`src/rtl/date_set_ctrl.sv`:
```
// Key-driven date editor: shadows year/month/day in BCD, commits with a one-cycle dateSetMod strobe.
// Optional build macro EDIT_TIMEOUT_EN adds an auto-abort after TIMEOUT_BLINKS idle blink half-periods.
module date_set_ctrl #(
    parameter int BLINK_HALF     = 25000000,
    parameter int TIMEOUT_BLINKS = 20
) (
    input  logic       clk,
    input  logic       rst_n,
    input  logic       key_mode,
    input  logic       key_next,
    input  logic       key_up,
    input  logic       key_down,
    input  logic [3:0] year3,
    input  logic [3:0] year2,
    input  logic [3:0] year1,
    input  logic [3:0] year0,
    input  logic [3:0] month1,
    input  logic [3:0] month0,
    input  logic [3:0] day1,
    input  logic [3:0] day0,
    output logic [3:0] year_set3,
    output logic [3:0] year_set2,
    output logic [3:0] year_set1,
    output logic [3:0] year_set0,
    output logic [3:0] month_set1,
    output logic [3:0] month_set0,
    output logic [3:0] day_set1,
    output logic [3:0] day_set0,
    output logic       dateSetMod,
    output logic       editing,
    output logic [1:0] edit_field,
    output logic       blink
);

    if (BLINK_HALF < 1 || TIMEOUT_BLINKS < 1) begin : g_param_check
        $error("date_set_ctrl: BLINK_HALF and TIMEOUT_BLINKS must be at least 1");
    end

    typedef enum logic [2:0] {IDLE, EDIT_YEAR, EDIT_MONTH, EDIT_DAY, COMMIT} state_t;

    localparam logic [1:0] FIELD_NONE  = 2'd0;
    localparam logic [1:0] FIELD_YEAR  = 2'd1;
    localparam logic [1:0] FIELD_MONTH = 2'd2;
    localparam logic [1:0] FIELD_DAY   = 2'd3;

    localparam int            BW         = (BLINK_HALF > 1) ? $clog2(BLINK_HALF) : 1;
    localparam logic [BW-1:0] BLINK_LAST = BW'(BLINK_HALF - 1);

    state_t        state;
    logic [15:0]   year_sh;
    logic [7:0]    month_sh;
    logic [7:0]    day_sh;
    logic [BW-1:0] blink_cnt;
    logic [31:0]   stepped;
    logic          any_key;

`ifdef EDIT_TIMEOUT_EN
    localparam int            TW        = (TIMEOUT_BLINKS > 1) ? $clog2(TIMEOUT_BLINKS) : 1;
    localparam logic [TW-1:0] TOUT_LAST = TW'(TIMEOUT_BLINKS - 1);
    logic [TW-1:0] tout_cnt;
`endif

    // Leap test straight on BCD: 10*t+u is divisible by 4 iff u is even and u[1] equals t[0].
    function automatic logic is_leap(input logic [15:0] y);
        if (y[7:0] != 8'h00) return (y[0] == 1'b0) && (y[1] == y[4]);
        else                 return (y[8] == 1'b0) && (y[9] == y[12]);
    endfunction

    function automatic logic [7:0] max_day(input logic [7:0] m, input logic leap);
        case (m)
            8'h02:                      return leap ? 8'h29 : 8'h28;
            8'h04, 8'h06, 8'h09, 8'h11: return 8'h30;
            default:                    return 8'h31;
        endcase
    endfunction

    function automatic logic [7:0] clamp_day(input logic [7:0] d, input logic [7:0] mx);
        return (d > mx) ? mx : d;
    endfunction

    function automatic logic [15:0] year_inc(input logic [15:0] y);
        logic [15:0] r;
        logic        carry;
        r     = y;
        carry = 1'b1;
        for (int i = 0; i < 4; i++) begin
            if (carry) begin
                if (r[4*i +: 4] == 4'd9) r[4*i +: 4] = 4'd0;
                else begin
                    r[4*i +: 4] = r[4*i +: 4] + 4'd1;
                    carry       = 1'b0;
                end
            end
        end
        return r;
    endfunction

    function automatic logic [15:0] year_dec(input logic [15:0] y);
        logic [15:0] r;
        logic        borrow;
        r      = y;
        borrow = 1'b1;
        for (int i = 0; i < 4; i++) begin
            if (borrow) begin
                if (r[4*i +: 4] == 4'd0) r[4*i +: 4] = 4'd9;
                else begin
                    r[4*i +: 4] = r[4*i +: 4] - 4'd1;
                    borrow      = 1'b0;
                end
            end
        end
        return r;
    endfunction

    function automatic logic [7:0] month_inc(input logic [7:0] m);
        if (m == 8'h12)           return 8'h01;
        else if (m[3:0] == 4'd9)  return 8'h10;
        else                      return {m[7:4], m[3:0] + 4'd1};
    endfunction

    function automatic logic [7:0] month_dec(input logic [7:0] m);
        if (m == 8'h01)           return 8'h12;
        else if (m == 8'h10)      return 8'h09;
        else                      return {m[7:4], m[3:0] - 4'd1};
    endfunction

    function automatic logic [7:0] day_inc(input logic [7:0] d, input logic [7:0] mx);
        if (d >= mx)              return 8'h01;
        else if (d[3:0] == 4'd9)  return {d[7:4] + 4'd1, 4'd0};
        else                      return {d[7:4], d[3:0] + 4'd1};
    endfunction

    function automatic logic [7:0] day_dec(input logic [7:0] d, input logic [7:0] mx);
        if (d <= 8'h01)           return mx;
        else if (d[3:0] == 4'd0)  return {d[7:4] - 4'd1, 4'd9};
        else                      return {d[7:4], d[3:0] - 4'd1};
    endfunction

    // Year/month changes re-clamp the day against the new month length in the same update.
    function automatic logic [31:0] edit_date(input state_t st, input logic up,
                                              input logic [15:0] y, input logic [7:0] m,
                                              input logic [7:0] d);
        logic [15:0] ny;
        logic [7:0]  nm;
        logic [7:0]  nd;
        ny = y;
        nm = m;
        nd = d;
        case (st)
            EDIT_YEAR: begin
                ny = up ? year_inc(y) : year_dec(y);
                nd = clamp_day(d, max_day(m, is_leap(ny)));
            end
            EDIT_MONTH: begin
                nm = up ? month_inc(m) : month_dec(m);
                nd = clamp_day(d, max_day(nm, is_leap(y)));
            end
            EDIT_DAY: begin
                nd = up ? day_inc(d, max_day(m, is_leap(y))) : day_dec(d, max_day(m, is_leap(y)));
            end
            default: ;
        endcase
        return {ny, nm, nd};
    endfunction

    always_comb begin
        stepped = edit_date(state, key_up, year_sh, month_sh, day_sh);
        any_key = key_mode | key_next | key_up | key_down;
    end

    always_ff @(posedge clk or negedge rst_n) begin
        if (!rst_n) begin
            state      <= IDLE;
            year_sh    <= 16'h2019;
            month_sh   <= 8'h01;
            day_sh     <= 8'h01;
            dateSetMod <= 1'b0;
            editing    <= 1'b0;
            edit_field <= FIELD_NONE;
            blink      <= 1'b0;
            blink_cnt  <= '0;
`ifdef EDIT_TIMEOUT_EN
            tout_cnt   <= '0;
`endif
        end else begin
            dateSetMod <= 1'b0;
            case (state)
                IDLE: begin
                    if (key_mode) begin
                        year_sh    <= {year3, year2, year1, year0};
                        month_sh   <= {month1, month0};
                        day_sh     <= {day1, day0};
                        state      <= EDIT_YEAR;
                        editing    <= 1'b1;
                        edit_field <= FIELD_YEAR;
                        blink      <= 1'b0;
                        blink_cnt  <= '0;
`ifdef EDIT_TIMEOUT_EN
                        tout_cnt   <= '0;
`endif
                    end
                end
                EDIT_YEAR, EDIT_MONTH, EDIT_DAY: begin
                    if (any_key) begin
                        blink     <= 1'b0;
                        blink_cnt <= '0;
`ifdef EDIT_TIMEOUT_EN
                        tout_cnt  <= '0;
`endif
                    end else if (blink_cnt == BLINK_LAST) begin
                        blink_cnt <= '0;
                        blink     <= ~blink;
`ifdef EDIT_TIMEOUT_EN
                        // The final half-period ends the session silently; the shadow keeps its edits.
                        if (tout_cnt == TOUT_LAST) begin
                            state      <= IDLE;
                            editing    <= 1'b0;
                            edit_field <= FIELD_NONE;
                            blink      <= 1'b0;
                            tout_cnt   <= '0;
                        end else begin
                            tout_cnt <= tout_cnt + TW'(1);
                        end
`endif
                    end else begin
                        blink_cnt <= blink_cnt + BW'(1);
                    end

                    if (key_mode) begin
                        state      <= COMMIT;
                        dateSetMod <= 1'b1;
                        editing    <= 1'b0;
                        edit_field <= FIELD_NONE;
                    end else if (key_next) begin
                        if (state == EDIT_YEAR) begin
                            state      <= EDIT_MONTH;
                            edit_field <= FIELD_MONTH;
                        end else if (state == EDIT_MONTH) begin
                            state      <= EDIT_DAY;
                            edit_field <= FIELD_DAY;
                        end else begin
                            state      <= EDIT_YEAR;
                            edit_field <= FIELD_YEAR;
                        end
                    end else if (key_up || key_down) begin
                        {year_sh, month_sh, day_sh} <= stepped;
                    end
                end
                COMMIT:  state <= IDLE;
                default: state <= IDLE;
            endcase
        end
    end

    assign {year_set3, year_set2, year_set1, year_set0} = year_sh;
    assign {month_set1, month_set0}                     = month_sh;
    assign {day_set1, day_set0}                         = day_sh;

endmodule
```
`config.mk`:
```
export PLATFORM = sky130hd
export DESIGN_NAME = date_set_ctrl
export DESIGN_NICKNAME = d
export VERILOG_FILES = /design/src/rtl/date_set_ctrl.sv
export SDC_FILE = /design/constraint.sdc
export NUM_CORES = 1
export LEC_CHECK = 0
export ABC_AREA = 1
export BUFFER_PORTS_ARGS = -buffer_cell sky130_fd_sc_hd__buf_2
export CELL_PAD_IN_SITES_DETAIL_PLACEMENT = 2
export CELL_PAD_IN_SITES_GLOBAL_PLACEMENT = 2
export CORE_MARGIN = 2
export CORE_UTILIZATION = 32
export DETAILED_ROUTE_END_ITERATION = 10
export GPL_TIMING_DRIVEN = 0
export PLACE_DENSITY = 0.84
export SLEW_MARGIN = 20
export SYNTH_ARGS = -nofsm -noshare
export SYNTH_HDL_FRONTEND = slang
export SYNTH_SLANG_ARGS = --single-unit
```
`constraint.sdc`:
```
create_clock -name clk -period 3.2 [get_ports clk]
set_clock_uncertainty 0.1 [all_clocks]
set_input_delay 0.16 -clock clk [delete_from_list [all_inputs] [get_ports clk]]
set_output_delay 0.16 -clock clk [all_outputs]
set_load 0.01 [all_outputs]
```
==> flow_summary_export.csv <==
group,metric,value,unit
worst_setup_path,critPathTopFamily,"simple AND/OR/NAND/NOR gates",
floorplan,io_pins,75,
placed_design,gp_congestion,0.845,
min_path,hp-start,"day1[0]",
timing,rsz0062_at_grt,"true",
cts,h-tree-depth,3,
outcome,run_status,"finished with violations",
detailed_routing,final_antenna_net_count,0,
cts,root_buffer,"clkbuf_16",
global_route,grt_usage,28.3,%
logic_synthesis,synth_ff_type,"dfrtp_1",
placed_design,hpwl,16000,um
worst_setup_path,r2r_cells,24,
global_route,grt_pass1_wl,39100,um
cts,cts_made_buffers,9,
detailed_routing,wl_per_cell,24.3,um
finish,num_antenna_cells,0,
floorplan,core,16500,um2
finish,multi_input_area,3560,um2
cts,cts_tree,"built",
logic_synthesis,ys_ff_latch,65,
logic_synthesis,async_flop_share,100,%
pwr,p_leak,3.29,nW
worst_setup_path,startpoint,"month_sh[0]",
finish,fill_cells,1971,
cts,clock_latency,0.37,ns
floorplan,std_cell_rows,47,
timing,slew_headroom,46.6,%
worst_setup_path,cp.depth,24,
logic_synthesis,syn_area,5340,um2
placed_design,pre_cts_slack,-0.403,ns
finish,design_area,7020,um2
worst_setup_path,timing.rr.end,"day_sh[5]",
logic_synthesis,synth-warning-count,0,
worst_setup_path,required,3.38,ns
min_path,whs_path_depth,3,
finish,nets,989,
detailed_routing,wl,28100,um
detailed_routing,drc_errors,0,
timing,final_hold_viol_count,3,
finish,regArea,1640,um2
logic_synthesis,synth-edff-count,0,
logic_synthesis,syn-num-nets,870,
worst_setup_path,max_stage_delay,0.64,ns
timing,slew_violations,0,
detailed_routing,via_count,6497,
worst_setup_path,critPathKind,"register to register",
timing,min_period_over_period,110,%
logic_synthesis,synth_cells,813,
global_route,grt_start_max_net_pins,43,
worst_setup_path,critPathCapture,"day_sh[5]",
finish,layout-drive-gt1-share,28.1,%
placed_design,dp.cells,1108,
cts,cts_buffer_depth,2,
worst_setup_path,crit_buf_inv,4,
logic_synthesis,avgSynthCellArea,6.57,um2
detailed_routing,first_pass_iters,5,
floorplan,die-area,17700,um2
cts,cts_sinks,65,
cts,path_clk_slew,0.06,ns
timing,finalSetupViolCount,8,
timing,tightestPinTransition,0.801,ns
placed_design,port-buffer-count,74,
placed_design,placed_cell_area,6010,um2
finish,syn2layout_area_growth,31.4,%
finish,utilization,42.6,%
worst_setup_path,arrival,3.69,ns
logic_synthesis,yosysSeqAreaShare,30.6,%
outcome,violations,"negative hold slack, negative setup slack",
timing,fin_ws,-0.314,ns
worst_setup_path,critPathLaunchType,"register",
worst_setup_path,crit_chain,"clkinv_4 > ha_4 > xnor2_4 > inv_1 > nand2_1 > nor2_1 > nor2_1 > nand3_1 > nand2_1 > nand2_1 > nand3_2 > inv_2 > ha_4 > nand2_2 > nand3_2 > nand2_2 > nand3_2 > nand3_2 > nand3_4 > nor2_4 > nand2_4 > inv_6 > o21ai_2 > o22ai_1",
worst_setup_path,worst_path_most_repeated_cell,"nand3_2",
logic_synthesis,synth.distinct_cells,46,
flow_run,drv_cap,0,
worst_setup_path,crit_slowest_cell,"dfstp_2",
worst_setup_path,rrSetupSlack,-0.31,ns
floorplan,initial_utilization,32.4,%
floorplan,die_x,133,um
detailed_routing,post_drt_via_cell_ratio,5.62,
global_route,grt_pass1_vias,7045,
finish,stdcell_count,1156,
global_route,antenna_found_initial,0,
global_route,grt-ovfl-total,0,
floorplan,die_y,133,um
worst_setup_path,reg2reg_from,"month_sh[0]",
timing,min_period,3.51,ns
min_path,hp-class,"primary input to register",
worst_setup_path,path_max_fanout,6,
worst_setup_path,end_kind,"register",
detailed_routing,dr.first_iter.drc_count,308,
timing,fmax,0.285,GHz
timing,hold-worst-slack,-0.0189,ns
pwr,peakVddDrop,0.425,mV
pwr,p_per_area,1130,nW/um2
report_power, final:
part           internal (W)  switching [W]  total (W)
combinational       0.00167        0.00350    0.00517
clock              0.000684       0.000482    0.00117
sequential          0.00111       0.000439    0.00155
synthesized netlist by cell type (5+ instances only):
cell	n	share of area, %
dfstp_2	6	3.0
dfrtp_1	59	28
o21ai_1	7	0.66
o21ai_0	70	6.6
nor2_2	9	1.1
nor2_4	7	1.5
xor2_1	11	1.8
inv_2	13	0.91
inv_1	99	7.0
nand3_1	53	5.0
nor3_1	11	1.0
nor4_1	5	0.59
o211ai_1	9	1.3
ha_1	19	4.5
buf_2	7	0.66
nand2_1	191	13
nor2_1	114	8.0
a21oi_1	32	3.0
clkbuf_1	6	0.42
nand4_1	11	1.3
nand2_2	10	1.2
o22ai_1	20	2.3
metal layers:
metal | global-route usage, % | vias up | share of wire (%)
li1 | - | 2905 | -
met1 | 34.0 | 3301 | 40
met2 | 50.3 | 211 | 51
met3 | 4.07 | 80 | 4.0
met4 | 12.7 | 0 | 4.2
met5 | 0 | - | 0
worst min-delay path by stage:
stage	to	slack [ns]
after floorplan	blink	-0.24
after global placement	month_sh[6]	0.31
after detailed placement	month_sh[1]	0.02
after CTS	year_sh[15]	0.007
after global routing	day_sh[4]	0.02
final	day_sh[4]	-0.02
logic make-up after synthesis:
logic type	Yosys count	share of synthesized area, %
AOI/OAI and AO/OA	158	17.1
xor gates and xnor gates	14	2.30
adders and majority gates	19	4.45
buffers and inverters	131	9.89
DFF	65	30.6
and+or+nand+nor	426	35.7
worst register-to-register path: stages (launching register included):
cell      delay (ns)
dfstp_2         0.64
clkinv_4        0.14
ha_4            0.22
xnor2_4         0.23
inv_1           0.07
nand2_1         0.09
nor2_1          0.06
nor2_1          0.15
nand3_1         0.13
nand2_1         0.13
nand2_1         0.09
nand3_2         0.11
inv_2           0.05
ha_4            0.15
nand2_2         0.07
nand3_2         0.08
nand2_2         0.07
nand3_2         0.08
nand3_2         0.10
nand3_4         0.09
nor2_4          0.21
nand2_4         0.11
inv_6           0.09
o21ai_2         0.06
o22ai_1         0.12
stage by stage:
step	total power [W]	setup TNS [ns]
floorplan	0.00402	0
global placement	0.00523	-2.41
detailed placement	0.00541	-2.91
CTS	0.00696	0
global route	0.00829	-3.22
finish	0.00789	-2.29
area by class of cell:
cell class / count / area share, %
flip-flops and latches: 65 / 23.3
multi-input cells: 617 / 50.8
clock inverters: 6 / 1.32
repair buffers: 108 / 9.72
inverters: 113 / 6.22
clock buffers: 9 / 3.21
plain buffers: 18 / 1.48
well taps: 220 / 3.92
cells in the final DEF (no fill, tap or decap), types with 3 or more instances in the layout:
cell           netlist  layout
a21oi_1             32      27
a21oi_2              0       5
a31oi_1              4       4
buf_2                7      80
buf_4                1      23
buf_6                3       6
clkbuf_1             6       6
clkbuf_16            0       9
dfrtp_1             59      57
dfstp_2              6       6
dlygate4sd3_1        0       9
ha_1                19      11
ha_4                 0       6
inv_1               99      89
inv_2               13      20
nand2_1            191     166
nand2_2             10      27
nand2_4              4      12
nand3_1             53      45
nand3_2              4      10
nand4_1             11      11
nor2_1             114     101
nor2_2               9      14
nor2_4               7      15
nor3_1              11      10
nor3b_1              3       3
nor4_1               5       5
o211ai_1             9       9
o21ai_0             70      67
o21ai_1              7       6
o21ai_2              1       4
o221ai_1             3       3
o22ai_1             20      19
xor2_1              11      11
flip-flops by register name, indices dropped and copies added (netlist names):
| register | cells |
|---|---|
| day_sh | 8 |
| blink_cnt | 25 |
| state | 3 |
| year_sh | 16 |
| month_sh | 8 |
| editing | 1 |
| edit_field | 2 |
| blink | 1 |
| dateSetMod | 1 |
timing repair:
action                                  4_1_cts  5_1_grt
hold buffers                                  9        0
gates resized for setup                      58       56
endpoints found under the setup margin        8        8
setup buffers                                13       11
hold endpoints to repair                     31        0
pin swaps                                    15       33
Note: power is estimated with default switching activity, not from simulation.
